## src/rtl/radix4_booth_mul.sv

```systemverilog
// Purpose : sequential unsigned DW x DW multiplier, radix-4 (modified Booth) recoding, one digit per cycle.
// Latency : fixed; mulfinish is high in the (DW/2+2)th cycle after the edge that accepts start (18 for DW=32).
// Backpressure: none queued; start is only sampled in IDLE, ignored while mulbusy is high.
//
// Ports:
//   clk          rising-edge clock
//   rst          synchronous active-high reset; aborts any multiply in flight
//   start        request, sampled only in IDLE
//   multiplicand unsigned operand X, captured on the accepting edge
//   multiplier   unsigned operand Y, captured on the accepting edge
//   product      registered X*Y; valid from the FINISH cycle until the next accepted start
//   mulfinish    one-cycle pulse, high in the FINISH state
//   mulbusy      high in the MUL and FINISH states

module radix4_booth_mul #(
    parameter int DW = 32
) (
    input  logic              clk,
    input  logic              rst,
    input  logic              start,
    input  logic [DW-1:0]     multiplicand,
    input  logic [DW-1:0]     multiplier,
    output logic [2*DW-1:0]   product,
    output logic              mulfinish,
    output logic              mulbusy
);

    // Digit count: the multiplier is zero-extended by two bits so the top
    // Booth digit is never negative, which takes DW/2+1 digits.
    localparam int N  = DW / 2 + 1;
    localparam int CW = (N > 1) ? $clog2(N) : 1;
    // Accumulator carries four guard bits so the two's complement partial
    // sums (which can dip negative) never wrap into the product field.
    localparam int AW = 2 * DW + 4;
    // Multiplier window: {2'b00, Y, 1'b0}; the appended zero is Y'[-1].
    localparam int YW = DW + 3;

    localparam logic [CW-1:0] LAST_CNT = CW'(N - 1);

    typedef enum logic [1:0] {
        S_IDLE   = 2'd0,
        S_MUL    = 2'd1,
        S_FINISH = 2'd2
    } state_t;

    state_t         state;
    state_t         state_nxt;

    logic [CW-1:0]  counter;
    logic [AW-1:0]  acc;
    logic [AW-1:0]  acc_nxt;
    // Multiplicand pre-shifted by 2i, so digit i's weight is applied by
    // shifting two places per cycle instead of a barrel shifter.
    logic [AW-1:0]  x_sh;
    // Multiplier window shifted right two places per cycle; bits [2:0]
    // always hold {Y'[2i+1], Y'[2i], Y'[2i-1]} for the current digit.
    logic [YW-1:0]  y_win;

    logic [2:0]     triplet;
    logic           dig_zero;
    logic           dig_two;
    logic           dig_neg;
    logic [AW-1:0]  pp_mag;
    logic           last_digit;

    assign triplet    = y_win[2:0];
    assign last_digit = (counter == LAST_CNT);

    // ------------------------------------------------------------------
    // Booth digit decode
    //   000,111 -> 0   001,010 -> +1   011 -> +2   100 -> -2   101,110 -> -1
    // ------------------------------------------------------------------
    always_comb begin
        dig_zero = 1'b0;
        dig_two  = 1'b0;
        dig_neg  = 1'b0;
        case (triplet)
            3'b000, 3'b111: dig_zero = 1'b1;
            3'b001, 3'b010: begin
                dig_two = 1'b0;
                dig_neg = 1'b0;
            end
            3'b011: dig_two = 1'b1;
            3'b100: begin
                dig_two = 1'b1;
                dig_neg = 1'b1;
            end
            3'b101, 3'b110: dig_neg = 1'b1;
            default: dig_zero = 1'b1;
        endcase
    end

    // Partial product magnitude |digit| * X * 4^i, then add or subtract.
    always_comb begin
        pp_mag = '0;
        if (!dig_zero) begin
            pp_mag = dig_two ? (x_sh << 1) : x_sh;
        end
        acc_nxt = dig_neg ? (acc - pp_mag) : (acc + pp_mag);
    end

    // ------------------------------------------------------------------
    // FSM: state register
    // ------------------------------------------------------------------
    always_ff @(posedge clk) begin
        if (rst) begin
            state <= S_IDLE;
        end else begin
            state <= state_nxt;
        end
    end

    // ------------------------------------------------------------------
    // FSM: next-state logic
    // ------------------------------------------------------------------
    always_comb begin
        state_nxt = state;
        case (state)
            S_IDLE:   if (start) state_nxt = S_MUL;
            S_MUL:    if (last_digit) state_nxt = S_FINISH;
            S_FINISH: state_nxt = S_IDLE;
            default:  state_nxt = S_IDLE;
        endcase
    end

    // ------------------------------------------------------------------
    // FSM: outputs
    // ------------------------------------------------------------------
    always_comb begin
        mulfinish = 1'b0;
        mulbusy   = 1'b0;
        case (state)
            S_MUL:    mulbusy = 1'b1;
            S_FINISH: begin
                mulbusy   = 1'b1;
                mulfinish = 1'b1;
            end
            default: begin
                mulfinish = 1'b0;
                mulbusy   = 1'b0;
            end
        endcase
    end

    // ------------------------------------------------------------------
    // Datapath
    // ------------------------------------------------------------------
    always_ff @(posedge clk) begin
        if (rst) begin
            counter <= '0;
            acc     <= '0;
            x_sh    <= '0;
            y_win   <= '0;
            product <= '0;
        end else begin
            case (state)
                S_IDLE: begin
                    if (start) begin
                        x_sh    <= {{(AW - DW){1'b0}}, multiplicand};
                        y_win   <= {2'b00, multiplier, 1'b0};
                        acc     <= '0;
                        counter <= '0;
                    end
                end
                S_MUL: begin
                    acc   <= acc_nxt;
                    x_sh  <= x_sh << 2;
                    y_win <= y_win >> 2;
                    if (last_digit) begin
                        // Loaded on the edge entering FINISH so product is
                        // already valid while mulfinish is high.
                        product <= acc_nxt[2*DW-1:0];
                    end else begin
                        counter <= counter + CW'(1);
                    end
                end
                default: begin
                    counter <= counter;
                end
            endcase
        end
    end

endmodule

```

## config.mk

```make
export PLATFORM = sky130hd
export DESIGN_NAME = radix4_booth_mul
export DESIGN_NICKNAME = d
export VERILOG_FILES = /design/src/rtl/radix4_booth_mul.sv
export SDC_FILE = /design/constraint.sdc
export NUM_CORES = 1
export LEC_CHECK = 0
export CORE_UTILIZATION = 45
export DETAILED_ROUTE_END_ITERATION = 7
export PLACE_DENSITY = 0.67
export SETUP_SLACK_MARGIN = 0.1
export SKIP_CTS_REPAIR_TIMING = 1
export SLEW_MARGIN = 20
export SYNTH_ARGS = -nofsm -noshare
export SYNTH_HDL_FRONTEND = slang
export SYNTH_SLANG_ARGS = --single-unit
```

## constraint.sdc

```tcl
create_clock -name clk -period 6.8 [get_ports clk]
set_input_delay 1.36 -clock clk [delete_from_list [all_inputs] [get_ports clk]]
set_output_delay 1.36 -clock clk [all_outputs]
set_load 0.03 [all_outputs]
```

==> results by group <==
Yosys
  • Synthesized area: 16800 um2
  • Yosys reg bits: 232
  • EDFF count, synth: 0
  • Mapped Cells: 2252
  • Synth cell count leaders: nand2_1 (268), dfxtp_1 (232), nor2_1 (231)
  • Async SR Flop Fraction: 0%
  • Mapped Avg Cell Area: 7.46 um2
  • Area fraction of the dominant cell type after synthesis: 27.6%
  • Post-synth cell types: 89
  • Synth Flop Type: dfxtp_1
  • Largest area contributor in the netlist: dfxtp_1
  • Syn_nets: 2389
  • Synth warnings: 0
  • Synth area leaders: dfxtp_1 (28%), a21oi_1 (6.3%), nand2_1 (6.0%)
  • Sequential share of the synthesized area: 27.6%
  • Most frequent cell after synthesis: nand2_1

Clocking
  • Clock Latency Late Sink: 0.57 ns
  • Root Driver: clkbuf_16
  • Clock edge transition at the registers on the reported setup and hold paths: 0.06 ns
  • H-tree levels: 1
  • Clock Path Buffers: 3
  • TritonCTS buffer count: 26
  • CTS tree: yes
  • CTS sink cnt: 232

Power
  • Total power divided by cell area: 269 nW/um2
  • VDD IR max: 0.212 mV
  • LEAKAGE: 7.08 nW

GRT
  • Largest net degree at the start of global routing: 105
  • Remaining Overflow, GRT: 0
  • First-pass GRT wire length: 89.2 mm
  • Vias in the first global route: 15928
  • Initial antenna violation count: 4
  • GRT Total Usage: 29.1%

Setup path
  • Crit-path max cell delay: 0.54 ns
  • CP Cell Sequence: and3b_1, nor2_2, mux2i_1, nand2b_1, ha_1, inv_1, a211oi_2, or4b_4, or3_1, or3_1, o41ai_2, mux2_2, ha_1, a21oi_1, o21bai_1, a221oi_1, nand2_1, a221oi_1, a21oi_1, o211ai_1, a2111oi_0, a311o_1
  • WP data arrival: 6.85 ns
  • Worst-path maximum fanout: 11
  • CP required: 7.23 ns
  • Crit Path Class: reg -> reg
  • Startpoint types: register
  • Crit path capture type: register
  • CP max-delay cell: or4b_4

Route
  • Antenna viol nets, final: 0
  • DRC Markers: 0
  • Total number of vias: 17312
  • Total wire length: 57.1 mm
  • DR iter-0 viols: 1492
  • Vias per cell: 6.26
  • TritonRoute pass-1 iters: 5
  • Wire per inst: 20.7 um

Hold path
  • Class of the worst hold path: reg -> reg

Placed design
  • Port Buffers: 132
  • GP Congestion: 0.973
  • Post-DP HPWL: 41.7 mm
  • Placed Cells: 2718

Final layout
  • Share of post-route cells with drive strength above 1: 6.49%
  • Final net count: 2415
  • Layout Utilization: 52.6%
  • Area growth syn-to-layout: 15.0%
  • Post-route insts no fill: 2766

STA
  • Setup tns final: 0 ns
  • Fmax: 156 MHz
  • Slew Limit Fails: 0
  • Transition time of the tightest slew-check pin: 1.08 ns
  • Final hold viol count: 0
  • WHS: 0.451 ns
  • Clk_skew: 0.0311 ns
  • Min Tclk post-route: 6.42 ns
  • RSZ-0062 raised after global routing: no
  • Final setup fails: 0
  • Rel. slew slack: 28.3%
  • Final worst-path cycle share: 94.5%

Die
  • Die W: 195 um
  • Core area: 36700 um2
  • Die Ht: 195 um
  • Die area: 38100 um2
  • Initial Utilization: 45.8%
  • Rows: 70
  • I/O pin count: 133

Job
  • Max cap viols: 0

Outcome
  • Status: finished, final reports clean
[through the flow]
| step | setup slack, ns | instance area (um2) | power (W) |
|---|---|---|---|
| 6_report | 0.376 | 19300 | 0.00520 |
| 3_3_place_gp | 0.439 | 18400 | 0.00371 |
| 5_1_grt | 0.0995 | 19300 | 0.00549 |
| 3_5_place_dp | 0.329 | 18400 | 0.00371 |
| 2_1_floorplan | 0.135 | 16800 | 0.00307 |
| 4_1_cts | 0.250 | 19300 | 0.00517 |
[layout make-up]
type | instances | area [um2]
multi-input combinational | 1794 | 11400
clock inverter | 10 | 110
timing repair buffer | 181 | 1690
tap | 468 | 586
fill | 3597 | 17400
antenna | 1 | 2.50
sequential | 232 | 4650
clock buffer | 37 | 763
inverter | 43 | 161
[layer usage]
layer	track usage (%)	share of wire [%]	up-vias
met5	0	0.061	-
met4	8.57	2.9	6
met3	5.16	7.4	119
met2	44.8	43	664
met1	41.3	47	8199
li1	-	-	8324
[path summary, 6_finish.rpt]
| path | from | to | slack [ns] | cells after the start |
|---|---|---|---|---|
| max | y_win[2] | product[50] | 0.38 | 22 |
| min | product[8] | product[8] | 0.45 | 2 |
| max reg2reg | y_win[2] | product[50] | 0.38 | 22 |
| min reg2reg | product[8] | product[8] | 0.45 | 2 |
[report_power, final]
group	total, W	internal (W)	switching [W]
logic	0.00222	0.000770	0.00145
registers	0.00153	0.00144	0.0000960
clock network	0.00144	0.000855	0.000588
total	0.00520	0.00306	0.00214
[worst max-delay path, delay by kind of cell (launching register included)]
| kind | cells | cell delay, ns |
|---|---|---|
| AO/OA/AOI/OAI | 10 | 2.76 |
| buffers and inverters | 1 | 0.05 |
| multiplexers | 2 | 0.63 |
| adder cells (fa/ha/maj) | 2 | 0.36 |
| flip-flops | 1 | 0.41 |
| AND/OR/NAND/NOR | 7 | 2.09 |
[flip-flops by register name, indices dropped and copies added (netlist names)]
signal and count:
y_win 33, counter 5, acc 64, product 64, x_sh 64, state 2
[kinds of logic (layout without fill, tap and decap cells)]
family / count (synthesis) / after routing / synth area share, %
simple gates: 784 / 784 / 21.5
xor+xnor: 91 / 91 / 4.74
buf+inv: 226 / 271 / 5.45
other cells: 0 / 1 / 0
compound gates: 761 / 761 / 30.2
fa+ha+maj: 79 / 79 / 5.79
mux: 79 / 79 / 4.73
flops: 232 / 232 / 27.6
[cell usage in the layout, fill, tap and decap left out, types with 21 or more instances in the layout]
| cell | n |
|---|---|
| nand2_1 | 267 |
| dfxtp_1 | 229 |
| nor2_1 | 226 |
| a21oi_1 | 211 |
| o21ai_0 | 146 |
| clkdlybuf4s50_1 | 131 |
| nand3_1 | 82 |
| a211oi_1 | 82 |
| mux2i_1 | 76 |
| ha_1 | 67 |
| a22oi_1 | 64 |
| buf_4 | 49 |
| xnor2_1 | 45 |
| xor2_1 | 45 |
| inv_1 | 40 |
| nor3_1 | 38 |
| clkbuf_16 | 27 |
| a31oi_1 | 26 |
| a21o_1 | 25 |
| or3_1 | 24 |
| a221oi_1 | 23 |
| and3_1 | 21 |
No activity file was read; power rests on OpenSTA's default activity.
